==> src/rtl/bpu_pkg.sv <==
// Shared types and helpers for the 2-bit branch prediction unit.
package bpu_pkg;

  typedef enum logic [1:0] {
    SNT = 2'b00,
    WNT = 2'b01,
    WT  = 2'b10,
    STK = 2'b11
  } ctr_t;

  localparam ctr_t CTR_RESET = WNT;
  localparam ctr_t CTR_ALLOC = WT;

  typedef enum logic [1:0] {
    WR_NONE  = 2'b00,
    WR_TRAIN = 2'b01,
    WR_INVAL = 2'b10
  } wr_op_t;

  // Saturating 2-bit counter step toward the resolved direction.
  function automatic ctr_t sat_update(input ctr_t ctr, input logic taken);
    case (ctr)
      SNT:     sat_update = taken ? WNT : SNT;
      WNT:     sat_update = taken ? WT  : SNT;
      WT:      sat_update = taken ? STK : WNT;
      default: sat_update = taken ? STK : WT;
    endcase
  endfunction

endpackage

==> src/rtl/bpu_btb_table.sv <==
// Direct-mapped BTB storage: one combinational read port for fetch and one
// synchronous training/invalidate write port for branch resolution.
module bpu_btb_table
  import bpu_pkg::*;
#(
  parameter int unsigned IDX_BITS = 4
) (
  input  logic                      i_clk,
  input  logic                      i_rst,
  input  logic [IDX_BITS-1:0]       i_rd_idx,
  input  logic [30-IDX_BITS-1:0]    i_rd_tag,
  output logic                      o_rd_hit,
  output ctr_t                      o_rd_ctr,
  output logic [31:0]               o_rd_target,
  input  wr_op_t                    i_wr_op,
  input  logic [IDX_BITS-1:0]       i_wr_idx,
  input  logic [30-IDX_BITS-1:0]    i_wr_tag,
  input  logic                      i_wr_taken,
  input  logic [31:0]               i_wr_target
);

  localparam int unsigned DEPTH    = 1 << IDX_BITS;
  localparam int unsigned TAG_BITS = 30 - IDX_BITS;

  logic [DEPTH-1:0]    valid_q, valid_d;
  logic [TAG_BITS-1:0] tag_q    [DEPTH];
  logic [TAG_BITS-1:0] tag_d    [DEPTH];
  logic [31:0]         target_q [DEPTH];
  logic [31:0]         target_d [DEPTH];
  ctr_t                ctr_q    [DEPTH];
  ctr_t                ctr_d    [DEPTH];

  logic wr_hit;

  // Read port returns pre-update contents; no write bypass.
  always_comb begin
    o_rd_hit    = valid_q[i_rd_idx] && (tag_q[i_rd_idx] == i_rd_tag);
    o_rd_ctr    = ctr_q[i_rd_idx];
    o_rd_target = target_q[i_rd_idx];
  end

  always_comb begin
    valid_d  = valid_q;
    tag_d    = tag_q;
    target_d = target_q;
    ctr_d    = ctr_q;
    wr_hit   = valid_q[i_wr_idx] && (tag_q[i_wr_idx] == i_wr_tag);
    case (i_wr_op)
      WR_TRAIN: begin
        if (wr_hit) begin
          ctr_d[i_wr_idx] = sat_update(ctr_q[i_wr_idx], i_wr_taken);
          if (i_wr_taken) begin
            target_d[i_wr_idx] = i_wr_target;
          end
        end else if (i_wr_taken) begin
          valid_d[i_wr_idx]  = 1'b1;
          tag_d[i_wr_idx]    = i_wr_tag;
          target_d[i_wr_idx] = i_wr_target;
          ctr_d[i_wr_idx]    = CTR_ALLOC;
        end
      end
      WR_INVAL: valid_d[i_wr_idx] = 1'b0;
      default: ;
    endcase
  end

  always_ff @(posedge i_clk) begin
    if (i_rst) begin
      valid_q <= '0;
      for (int i = 0; i < int'(DEPTH); i++) begin
        tag_q[i]    <= '0;
        target_q[i] <= '0;
        ctr_q[i]    <= CTR_RESET;
      end
    end else begin
      valid_q  <= valid_d;
      tag_q    <= tag_d;
      target_q <= target_d;
      ctr_q    <= ctr_d;
    end
  end

endmodule

==> src/rtl/bpu_2bit.sv <==
// Fetch-stage branch predictor: BTB lookup, EX-stage mispredict detection,
// stall-tolerant redirect, next-PC selection and branch statistics.
module bpu_2bit
  import bpu_pkg::*;
#(
  parameter int unsigned IDX_BITS = 4
) (
  input  logic        i_clk,
  input  logic        i_rst,
  input  logic        i_stall,
  input  logic [31:0] i_if_pc,
  output logic        o_if_pred_taken,
  output logic [31:0] o_if_pred_target,
  output logic [31:0] o_next_pc,
  input  logic        i_ex_valid,
  input  logic        i_ex_is_branch,
  input  logic [31:0] i_ex_pc,
  input  logic        i_ex_pred_taken,
  input  logic [31:0] i_ex_pred_target,
  input  logic        i_ex_taken,
  input  logic [31:0] i_ex_target,
  output logic        o_flush,
  output logic [31:0] o_branch_cnt,
  output logic [31:0] o_mispred_cnt
);

  localparam int unsigned TAG_BITS = 30 - IDX_BITS;

  logic                rd_hit;
  ctr_t                rd_ctr;
  logic [31:0]         rd_target;
  wr_op_t              wr_op;
  logic                mis;
  logic [31:0]         correct_pc;
  logic                pend_vld_q, pend_vld_d;
  logic [31:0]         pend_pc_q, pend_pc_d;
  logic [31:0]         branch_cnt_q, branch_cnt_d;
  logic [31:0]         mispred_cnt_q, mispred_cnt_d;

  bpu_btb_table #(.IDX_BITS(IDX_BITS)) u_table (
    .i_clk       (i_clk),
    .i_rst       (i_rst),
    .i_rd_idx    (i_if_pc[IDX_BITS+1:2]),
    .i_rd_tag    (i_if_pc[31:IDX_BITS+2]),
    .o_rd_hit    (rd_hit),
    .o_rd_ctr    (rd_ctr),
    .o_rd_target (rd_target),
    .i_wr_op     (wr_op),
    .i_wr_idx    (i_ex_pc[IDX_BITS+1:2]),
    .i_wr_tag    (TAG_BITS'(i_ex_pc[31:IDX_BITS+2])),
    .i_wr_taken  (i_ex_taken),
    .i_wr_target (i_ex_target)
  );

  // Mispredict classes: wrong direction, wrong taken target, non-branch alias.
  always_comb begin
    mis = i_ex_valid &&
          ((i_ex_is_branch && (i_ex_pred_taken != i_ex_taken)) ||
           (i_ex_is_branch && i_ex_taken && i_ex_pred_taken &&
            (i_ex_pred_target != i_ex_target)) ||
           (!i_ex_is_branch && i_ex_pred_taken));
    correct_pc = (i_ex_is_branch && i_ex_taken) ? i_ex_target : 32'(i_ex_pc + 32'd4);

    wr_op = WR_NONE;
    if (i_ex_valid && i_ex_is_branch) begin
      wr_op = WR_TRAIN;
    end else if (i_ex_valid && i_ex_pred_taken) begin
      wr_op = WR_INVAL;
    end
  end

  // A redirect found under stall is parked until the front end can accept it.
  always_comb begin
    pend_vld_d    = pend_vld_q;
    pend_pc_d     = pend_pc_q;
    branch_cnt_d  = branch_cnt_q;
    mispred_cnt_d = mispred_cnt_q;
    if (mis && i_stall) begin
      pend_vld_d = 1'b1;
      pend_pc_d  = correct_pc;
    end else if (!i_stall) begin
      pend_vld_d = 1'b0;
    end
    if (i_ex_valid && i_ex_is_branch) begin
      branch_cnt_d = 32'(branch_cnt_q + 32'd1);
    end
    if (mis) begin
      mispred_cnt_d = 32'(mispred_cnt_q + 32'd1);
    end
  end

  always_comb begin
    o_if_pred_taken  = rd_hit && rd_ctr[1];
    o_if_pred_target = rd_hit ? rd_target : 32'd0;
    o_flush          = !i_stall && (mis || pend_vld_q);
    if (mis && !i_stall) begin
      o_next_pc = correct_pc;
    end else if (pend_vld_q && !i_stall) begin
      o_next_pc = pend_pc_q;
    end else if (o_if_pred_taken) begin
      o_next_pc = o_if_pred_target;
    end else begin
      o_next_pc = 32'(i_if_pc + 32'd4);
    end
    o_branch_cnt  = branch_cnt_q;
    o_mispred_cnt = mispred_cnt_q;
  end

  always_ff @(posedge i_clk) begin
    if (i_rst) begin
      pend_vld_q    <= 1'b0;
      pend_pc_q     <= '0;
      branch_cnt_q  <= '0;
      mispred_cnt_q <= '0;
    end else begin
      pend_vld_q    <= pend_vld_d;
      pend_pc_q     <= pend_pc_d;
      branch_cnt_q  <= branch_cnt_d;
      mispred_cnt_q <= mispred_cnt_d;
    end
  end

endmodule

==> config.mk <==
export PLATFORM = sky130hd
export DESIGN_NAME = bpu_2bit
export DESIGN_NICKNAME = d
export VERILOG_FILES = /design/src/rtl/bpu_pkg.sv /design/src/rtl/bpu_btb_table.sv /design/src/rtl/bpu_2bit.sv
export SDC_FILE = /design/constraint.sdc
export NUM_CORES = 2
export LEC_CHECK = 0
export CAP_MARGIN = 20
export CORE_MARGIN = 2
export CORE_UTILIZATION = 65
export DETAILED_ROUTE_END_ITERATION = 10
export PLACE_DENSITY = 0.85
export SLEW_MARGIN = 20
export SYNTH_ARGS = -nofsm -noshare
export SYNTH_HDL_FRONTEND = slang
export SYNTH_SLANG_ARGS = --single-unit
==> constraint.sdc <==
create_clock -name i_clk -period 8.4 [get_ports i_clk]
set_input_delay 1.26 -clock i_clk [delete_from_list [all_inputs] [get_ports i_clk]]
set_output_delay 1.26 -clock i_clk [all_outputs]
set_load 0.01 [all_outputs]
==> impl_metrics.toml <==
[outcome]
outcome = "complete, no violations"

[critical_path]
start_kind = "primary input"
r2r_cells = 10
regToRegEndpoint = "u_table.tag_q[64]"
cp_max_fo = 48
path_buf_inv = 3
cp_slowest_stage_delay_ns = 0.96
cpLargestDelayFamily = "simple AND/OR/NAND/NOR gates"
cp-end-kind = "output pin"
cpMaxStageDelayCell = "nand4bb_4"
cp-endpoint = "o_next_pc[16]"
cpMostUsedCell = "mux2i_1"
startpoint = "i_if_pc[2]"
worstReg2RegStart = "u_table.tag_q[274]"
r2r_slack_ns = 2.89
path_cells = "buf_8, buf_4, mux4_2, mux2i_1, xor2_1, nand2_1, nor4_1, o2111ai_1, nand4bb_4, mux2i_1, o221ai_1, clkdlybuf4s50_1"
critical_path_required_ns = 7.14
arrival_ns = 6.71
path_depth = 12
critPathKind = "in2out"

[global_route]
grt_busiest_layer = "met2"
met1_usage = 0.544
grt_use_met2 = 0.616
track_usage = 0.434
grt_pass1_wl_um = 281000
antenna_found_initial = 6
grt_start_max_net_pins = 146
met3_usage = 0.175
first_global_vias = 46704
overflow = 0

[flow_run]
cap_violations = 0

[synth]
synth_simple_gate_area_frac = 0.169
synth.largest_area_cell = "dfxtp_1"
async_flop_share = 0
synth_compound_area_frac = 0.0865
ys_warn_count = 0
synthMuxAreaShare = 0.263
synthTopCellsByArea = "dfxtp_1, mux4_2, mux2i_1, nand2_1, a21oi_1"
synth_edf_count = 0
synth-seq-area-share = 0.400
synthAdderAreaFrac = 0.00200
netlist.area_leader.share = 0.400
synth_common_cells = "nand2_1, dfxtp_1, mux2i_1"
synth_top_family_by_area = "multiplexers"
synth_seq_cells = 1073
syn_inst = 5780
synth_nets = 5922
syn_area_um2 = 53700
yosysMostFrequentCell = "nand2_1"
synthFlopType = "dfxtp_1"
synthXorXnorAreaFrac = 0.0312
avgSynthCellArea_um2 = 9.29
yosysUniqueCellTypes = 73

[cells_and_area]
syn_to_final_growth_pct = 11.7
final_nets = 5841
drive_gt1_frac = 0.124
fin_util = 0.731
n_fill_cell = 5494

[clock_network]
clock_path_buffers = 3
cts_tree = "built"
clkTransAtPathRegs_ns = 0.06
cts_num_sinks = 1073
postCtsResizedCells = 0
root_buffer = "clkbuf_16"
htree_levels = 3
cts_setup_buffers = 0
numCtsBuffers = 107
clock_latency_ns = 0.73
cts_hold_buffers = 0

[floorplanning]
die_width_um = 291
die_y_um = 291
design.die.area_um2 = 84900
rows = 105
io-pin-count = 265
start_util = 0.655
core_area_um2 = 82000

[timing]
tightest_slew_ns = 1.25
drv_slew = 0
finalCritPeriodShare = 0.949
fin_ws_ns = 0.430
fmax_mhz = 125
finalHoldViolCount = 0
relSlewSlack = 0.163
skew_ns = 0.0437
setup_viol = 0
rsz0062_at_grt = "false"
setup-tns-final_ns = 0
min_period_ns = 7.97

[placed_design]
post-place-ws_ns = 0.928
gp_congestion = 0.964
io_buffer_count = 264
hpwl_um = 116000

[route]
first_pass_iters = 6
dr_total_vias = 48410
routed_via_density = 7.06
postRouteAntennaNets = 0
drtIter0Drc = 8612
wirelength_um = 190000
post_drt_wl_per_cell_um = 27.8
drc = 0

[power_and_ir_drop]
leakagePower_nw = 23.1
peakVddDrop_mv = 0.193
power_density_nw_per_um2 = 185

[worst_hold_path]
hold_path.class = "reg2reg"
-- registers in the layout, summed over array words and instances (netlist names), named ones only --
| register | flops |
|---|---|
| o_branch_cnt | 32 |
| u_table.target_q | 512 |
| o_mispred_cnt | 32 |
| u_table.ctr_q | 32 |
| u_table.tag_q | 416 |
| pend_pc_q | 32 |
| pend_vld_q | 1 |
-- layer usage --
layer / vias to the layer above / wire (um)
li1: 19948 / -
met1: 22987 / 64800
met2: 4332 / 78500
met3: 1124 / 32300
met4: 19 / 14600
met5: - / 306
-- worst min-delay path by stage --
stage                           from                    end  depth (start not counted)
6_report        u_table.target_q[57]   u_table.target_q[57]                          2
5_1_grt        u_table.target_q[310]  u_table.target_q[310]                          2
4_1_cts        u_table.target_q[170]  u_table.target_q[170]                          2
3_5_place_dp   u_table.target_q[170]  u_table.target_q[170]                          2
3_3_place_gp   u_table.target_q[386]  u_table.target_q[386]                          2
2_1_floorplan  u_table.target_q[160]  u_table.target_q[160]                          2
-- cell usage in the layout, fill, tap and decap left out, types with 26 or more instances in the layout --
cell type and count:
nand2_1 1591, dfxtp_1 1073, mux2i_1 606, a21oi_1 603, mux4_2 348, clkdlybuf4s50_1 255, nor2_1 164, xnor2_1 125
clkbuf_16 107, buf_4 95, xor2_1 66, nand3_1 64, and2_1 53, nand4_1 49, a22oi_1 37, o21ai_0 37
and3_1 36, clkbuf_8 28, nor3_1 26
-- report_power, final --
part / leakage [nW] / switching, mW / total, mW / internal (mW)
registers: 8.65 / 0.0200 / 5.14 / 5.12
clock network: 1.78 / 2.18 / 5.01 / 2.82
logic: 12.7 / 0.637 / 0.951 / 0.313
total: 23.1 / 2.84 / 11.1 / 8.25
-- worst register-to-register path, stage by stage, from the launching register on --
cell	delay, ns
dfxtp_1	0.34
mux4_2	0.47
mux2i_1	0.17
mux2i_1	0.16
xnor2_1	0.68
nand4_1	0.46
or4_4	0.74
or3_2	0.90
buf_4	0.45
nand2_4	0.72
mux2i_1	0.29
-- cell type report --
type / instances / area (um2) / area share
diodes: 8 / 20.0 / 0.000334
clock buffers: 152 / 3130 / 0.0522
clock inverters: 38 / 515 / 0.00860
inverters: 24 / 97.6 / 0.00163
multi-input cells: 4127 / 29800 / 0.497
flip-flops and latches: 1073 / 21500 / 0.358
well taps: 1070 / 1340 / 0.0223
repair buffers: 366 / 3550 / 0.0592
-- cells by family after synthesis --
logic type,after synthesis
simple gates,2137
flops,1073
mux,975
compound gates,815
buf+inv,580
xor+xnor,191
fa+ha+maj,9
-- through the flow --
stage	hold WS, ns	power (mW)	cells	instance area, um2
floorplan	0.433	5.79	5780	53700
global placement	0.438	6.13	6659	56200
detailed placement	0.443	6.14	6660	56200
CTS	0.452	11.0	6850	59900
global route	0.468	11.3	6850	59900
finish	0.452	11.1	6858	59900
No activity file was read; power rests on OpenSTA's default activity.
